[src/rtl/seq_detector_prog.sv]
// seq_detector_prog: runtime-programmable serial bit-sequence detector.
// A pattern of 1..MAX_LEN bits is loaded with pat_load. Each valid input bit
// is shifted into a history register, and a match raises a one-cycle
// registered pulse on z. Detection can overlap or not, and a saturating
// counter tracks the number of matches.
// Optional feature macro: SEQDET_MASK_EN. When it is defined, the module adds
// a mask_in port. Mask bits set to 1 are treated as don't-care in the compare.
module seq_detector_prog #(
    parameter  int MAX_LEN = 8,
    parameter  int CNT_W   = 8,
    localparam int LW      = $clog2(MAX_LEN) + 1
) (
    input  logic               clk,
    input  logic               reset,
    input  logic               x,
    input  logic               x_valid,
    input  logic               pat_load,
    input  logic [MAX_LEN-1:0] pat_in,
`ifdef SEQDET_MASK_EN
    input  logic [MAX_LEN-1:0] mask_in,
`endif
    input  logic [LW-1:0]      len_in,
    input  logic               overlap,
    input  logic               cnt_clr,
    output logic               z,
    output logic [CNT_W-1:0]   match_cnt,
    output logic               cfg_ok,
    output logic               cfg_err
);

    typedef enum logic [1:0] {
        S_UNCFG,
        S_FILL,
        S_HUNT
    } state_e;

    state_e               state_q, state_d;
    // Only the newest MAX_LEN-1 bits are stored. Together with the incoming
    // bit, they form the full MAX_LEN-bit comparison window.
    logic [MAX_LEN-2:0]   hist_q,  hist_d;
    logic [LW-1:0]        fill_q,  fill_d;
    logic [MAX_LEN-1:0]   pat_q,   pat_d;
    logic [LW-1:0]        len_q,   len_d;
    logic                 z_q,     z_d;
    logic [CNT_W-1:0]     cnt_q,   cnt_d;
    logic                 cfg_err_q, cfg_err_d;
`ifdef SEQDET_MASK_EN
    logic [MAX_LEN-1:0]   mask_q,  mask_d;
`endif

    logic                 len_legal;
    logic [MAX_LEN-1:0]   window;
    logic [MAX_LEN-1:0]   cmp_mask;
    logic [LW-1:0]        new_fill;
    logic                 match;

    assign len_legal = (len_in != '0) && (len_in <= LW'(MAX_LEN));
    assign window    = {hist_q, x};

    // Next-state logic: configuration load, bit shifting, match detection and counting.
    always_comb begin
        // NOTE: every signal gets a default first, so no path leaves a value held and no latch is inferred.
        state_d   = state_q;
        hist_d    = hist_q;
        fill_d    = fill_q;
        pat_d     = pat_q;
        len_d     = len_q;
        z_d       = 1'b0;
        cnt_d     = cnt_q;
        cfg_err_d = 1'b0;
`ifdef SEQDET_MASK_EN
        mask_d    = mask_q;
`endif
        cmp_mask  = '0;
        new_fill  = (fill_q == LW'(MAX_LEN)) ? fill_q : fill_q + LW'(1);
        match     = 1'b0;

        for (int i = 0; i < MAX_LEN; i++) begin
            cmp_mask[i] = (LW'(i) < len_q);
        end
`ifdef SEQDET_MASK_EN
        cmp_mask = cmp_mask & ~mask_q;
`endif

        if (pat_load) begin
            // A load takes priority over any bit presented in the same cycle, and that bit is dropped.
            if (len_legal) begin
                pat_d   = pat_in;
                len_d   = len_in;
                hist_d  = '0;
                fill_d  = '0;
                state_d = S_FILL;
`ifdef SEQDET_MASK_EN
                mask_d  = mask_in;
`endif
            end else begin
                cfg_err_d = 1'b1;
            end
        end else if (x_valid && state_q != S_UNCFG) begin
            hist_d  = window[MAX_LEN-2:0];
            fill_d  = new_fill;
            state_d = (new_fill >= len_q) ? S_HUNT : S_FILL;
            match   = (new_fill >= len_q) && (((window ^ pat_q) & cmp_mask) == '0);
            if (match) begin
                z_d = 1'b1;
                if (cnt_q != '1) begin
                    cnt_d = cnt_q + CNT_W'(1);
                end
                if (!overlap) begin
                    fill_d  = '0;
                    state_d = S_FILL;
                end
            end
        end

        // A clear overrides an increment on the same edge.
        if (cnt_clr) begin
            cnt_d = '0;
        end
    end

    // State and datapath registers, all cleared on asynchronous reset.
    always_ff @(posedge clk or posedge reset) begin
        if (reset) begin
            state_q   <= S_UNCFG;
            hist_q    <= '0;
            fill_q    <= '0;
            pat_q     <= '0;
            len_q     <= '0;
            z_q       <= 1'b0;
            cnt_q     <= '0;
            cfg_err_q <= 1'b0;
`ifdef SEQDET_MASK_EN
            mask_q    <= '0;
`endif
        end else begin
            // NOTE: non-blocking assignments, so every register samples its pre-edge value.
            state_q   <= state_d;
            hist_q    <= hist_d;
            fill_q    <= fill_d;
            pat_q     <= pat_d;
            len_q     <= len_d;
            z_q       <= z_d;
            cnt_q     <= cnt_d;
            cfg_err_q <= cfg_err_d;
`ifdef SEQDET_MASK_EN
            mask_q    <= mask_d;
`endif
        end
    end

    assign z         = z_q;
    assign match_cnt = cnt_q;
    assign cfg_err   = cfg_err_q;
    assign cfg_ok    = (state_q != S_UNCFG);

endmodule
[config.mk]
export PLATFORM = sky130hd
export DESIGN_NAME = seq_detector_prog
export DESIGN_NICKNAME = d
export VERILOG_FILES = /design/src/rtl/seq_detector_prog.sv
export SDC_FILE = /design/constraint.sdc
export NUM_CORES = 1
export LEC_CHECK = 0
export CAP_MARGIN = 10
export CORE_ASPECT_RATIO = 1.2
export CORE_MARGIN = 5
export CORE_UTILIZATION = 40
export DETAILED_ROUTE_END_ITERATION = 12
export SYNTH_ARGS = -nofsm -noshare
export SYNTH_HDL_FRONTEND = slang
export SYNTH_SLANG_ARGS = --single-unit
[constraint.sdc]
create_clock -name clk -period 2.9 [get_ports clk]
set_input_delay 0.87 -clock clk [delete_from_list [all_inputs] [get_ports clk]]
set_output_delay 0.87 -clock clk [all_outputs]
set_load 0.02 [all_outputs]
==> impl_metrics.yaml <==
outcome:
  status: "completed"
clock_tree:
  cts_resized: 0
  worstSkewPairLatency_ps: 280
  cts_made_buffers: 5
  ctsHoldBuffers: 0
  cts_tree: "built"
  clkTransAtPathRegs_ps: 70
  htree_num_levels: 2
  cts_max_path_buffers: 2
  clock-sinks: 35
  cts_root_buffer: "clkbuf_8"
  postCtsSetupBuffers: 0
sta:
  finalHoldViolations: 0
  min_period_ps: 2647
  worst_slew_pin_slew_ps: 844.8
  finalSetupTns_ps: 0
  slew_viol_final: 0
  max_freq_ghz: 0.3777
  slew_headroom: 0.4308
  post-route-period-util: 0.9129
  fin_skew_ps: 8.000
  layout_setup_ws_ps: 252.6
  rsz0062_at_grt: "false"
  finalSetupViolCount: 0
yosys:
  synthCells: 179
  synth_commonest_cells: "dfrtp_1 (35), nand2_1 (20), a21oi_1 (15)"
  synth_nets: 205
  post-synth-top-count-cell: "dfrtp_1"
  avgSynthCellArea_um2: 10.21
  synth_area_leader_cell: "dfrtp_1"
  synth-seq-cells: 35
  ys_warn_count: 0
  synthFlopType: "dfrtp_1"
  synthArstFlopShare: 1.000
  syn_area_um2: 1828
  ys_top_cells_by_area: "dfrtp_1 (48%), mux2_2 (6.8%), ha_1 (4.8%), a21oi_1 (4.1%), nand2_1 (4.1%)"
  synth-edff-count: 0
  seq_area_frac_synth: 0.4791
  ys_types: 39
  synth_top_area_share: 0.4791
setup_path:
  slowest_stage: "or4_1"
  cp_slowest_stage_delay_ps: 540
  crit_path_cell_trace: "inv_1, ha_1, nand2_1, nor2_1, xnor2_1, ha_1, nand2b_1, a21oi_1, o21ai_1, o211ai_4, or4_1, a21oi_1"
  arrival_ps: 2840
  start_kind: "flip-flop"
  critPathBufInv: 1
  worstPathRequired_ps: 3100
  crit_family: "simple AND/OR/NAND/NOR gates"
  critPathCaptureType: "flip-flop"
  critPathMaxFanout: 17
  crit_type: "flip-flop to flip-flop"
place:
  dp_slack_ps: 86.52
  dp_hpwl_um: 2878
  io_buffers: 29
  place.gp.congestion: 0.7824
detailed_routing:
  wirelength_um: 3921
  final_antenna_net_count: 0
  vias: 1454
  viasPerCell: 5.287
  drt_iter0_markers: 83
  drtPass1Iterations: 4
  drc: 0
  post_drt_wl_per_cell_um: 14.26
flow_run:
  max_cap_violations: 0
grt:
  grt_pass1_vias: 1437
  grt_pass1_wl_um: 6727
  grt_start_max_net_pins: 36
  antenna_found_initial: 0
  track_usage: 0.1414
  grt-ovfl-total: 0
floorplanning:
  die_x_um: 71.71
  coreArea_um2: 4527
  start_util: 0.4038
  io_pins: 30
  rows: 27
  dieHeight_um: 84.06
  die-area_um2: 6028
cells_and_area:
  area_growth_syn_to_layout_pct: 26.76
  fin_util: 0.5119
  diodes: 0
  final_nets: 243
  drive_above_1_share: 0.1382
worst_hold_path:
  hold_class: "flip-flop to flip-flop"
pwr:
  p_leak_nw: 0.9903
  ir_worst_vdd_mv: 0.3513
  powerDensity_nw_per_um2: 605.8
logic make-up (layout without fill, tap and decap cells):
logic type               count (synthesis)  in the layout  share of synthesized area
flip-flops                              35             35                     0.4791
AO/OA/AOI/OAI                           40             40                     0.1458
multiplexers                            12             12                    0.07324
adder cells (fa/ha/maj)                  7              7                    0.04791
buffers and inverters                   17             55                    0.03901
XOR/XNOR                                11             11                    0.05271
AND/OR/NAND/NOR                         57             57                     0.1622
where the power goes:
part / internal [W] / switching (W)
logic: 0.000211 / 0.000219
clock network: 0.000186 / 0.000167
registers: 0.000556 / 0.0000650
placed cells by master (no fill, tap or decap), types with 7 or more instances in the layout:
cell type         n
nand3_1          11
clkdlybuf4s50_1  29
nand2_1          20
mux2_2           11
a21oi_1          15
dfrtp_1          35
buf_4             8
xnor2_1           8
ha_1              7
inv_1            11
per-layer routing:
metal / wire (um) / track usage / vias to the layer above / share of wire
met2: 1885 / 0.2249 / 23 / 0.48
li1: - / - / 721 / -
met3: 127 / 0.03855 / 6 / 0.032
met4: 60 / 0.05128 / 0 / 0.015
met5: 0 / 0 / - / 0
met1: 1848 / 0.1820 / 704 / 0.47
final timing paths:
check | depth (start not counted) | slack, ps | endpoint | start
worst max register to register | 12 | 250 | match_cnt[3] | fill_q[0]
worst min register to register | 1 | 510 | state_q[1] | state_q[1]
min in group asynchronous | 3 | 980 | state_q[0] | reset
worst max-delay path | 12 | 250 | match_cnt[3] | fill_q[0]
max in group asynchronous | 3 | 1600 | pat_q[0] | reset
worst min-delay path | 1 | 510 | state_q[1] | state_q[1]
layout make-up:
type / instances / area [um^2]
Fill cell: 442 / 2210
Multi-Input combinational cell: 127 / 889.6
Sequential cell: 35 / 875.8
Timing Repair Buffer: 37 / 350.3
Clock buffer: 6 / 82.58
Tap cell: 58 / 72.57
Inverter: 11 / 41.29
Clock inverter: 1 / 5.005
registers in the layout, summed over array words and instances, names as in the netlist:
name and flops:
cfg_err 1, fill_q 4, hist_q 7, len_q 4, match_cnt 8, pat_q 8
state_q 2, z 1
worst reg2reg max path: cells and delay by family (launching register included):
| family | cells | cell delay (ps) |
|---|---|---|
| XOR/XNOR | 1 | 100 |
| AND/OR/NAND/NOR | 4 | 820 |
| adder cells (fa/ha/maj) | 2 | 420 |
| buffers and inverters | 1 | 110 |
| flip-flops | 1 | 410 |
| AO/OA/AOI/OAI | 4 | 680 |
stage by stage:
step           hold WS [ps]  total power (W)  instance area, um^2  cells
2_1_floorplan         466.8        0.0008977                 1828    179
3_3_place_gp          487.9         0.001033                 2221    268
3_5_place_dp          491.2         0.001048                 2221    268
4_1_cts               507.1         0.001405                 2308    275
5_1_grt               530.8         0.001502                 2317    275
6_report              505.4         0.001404                 2317    275
Power figures use the tool's default switching activity.
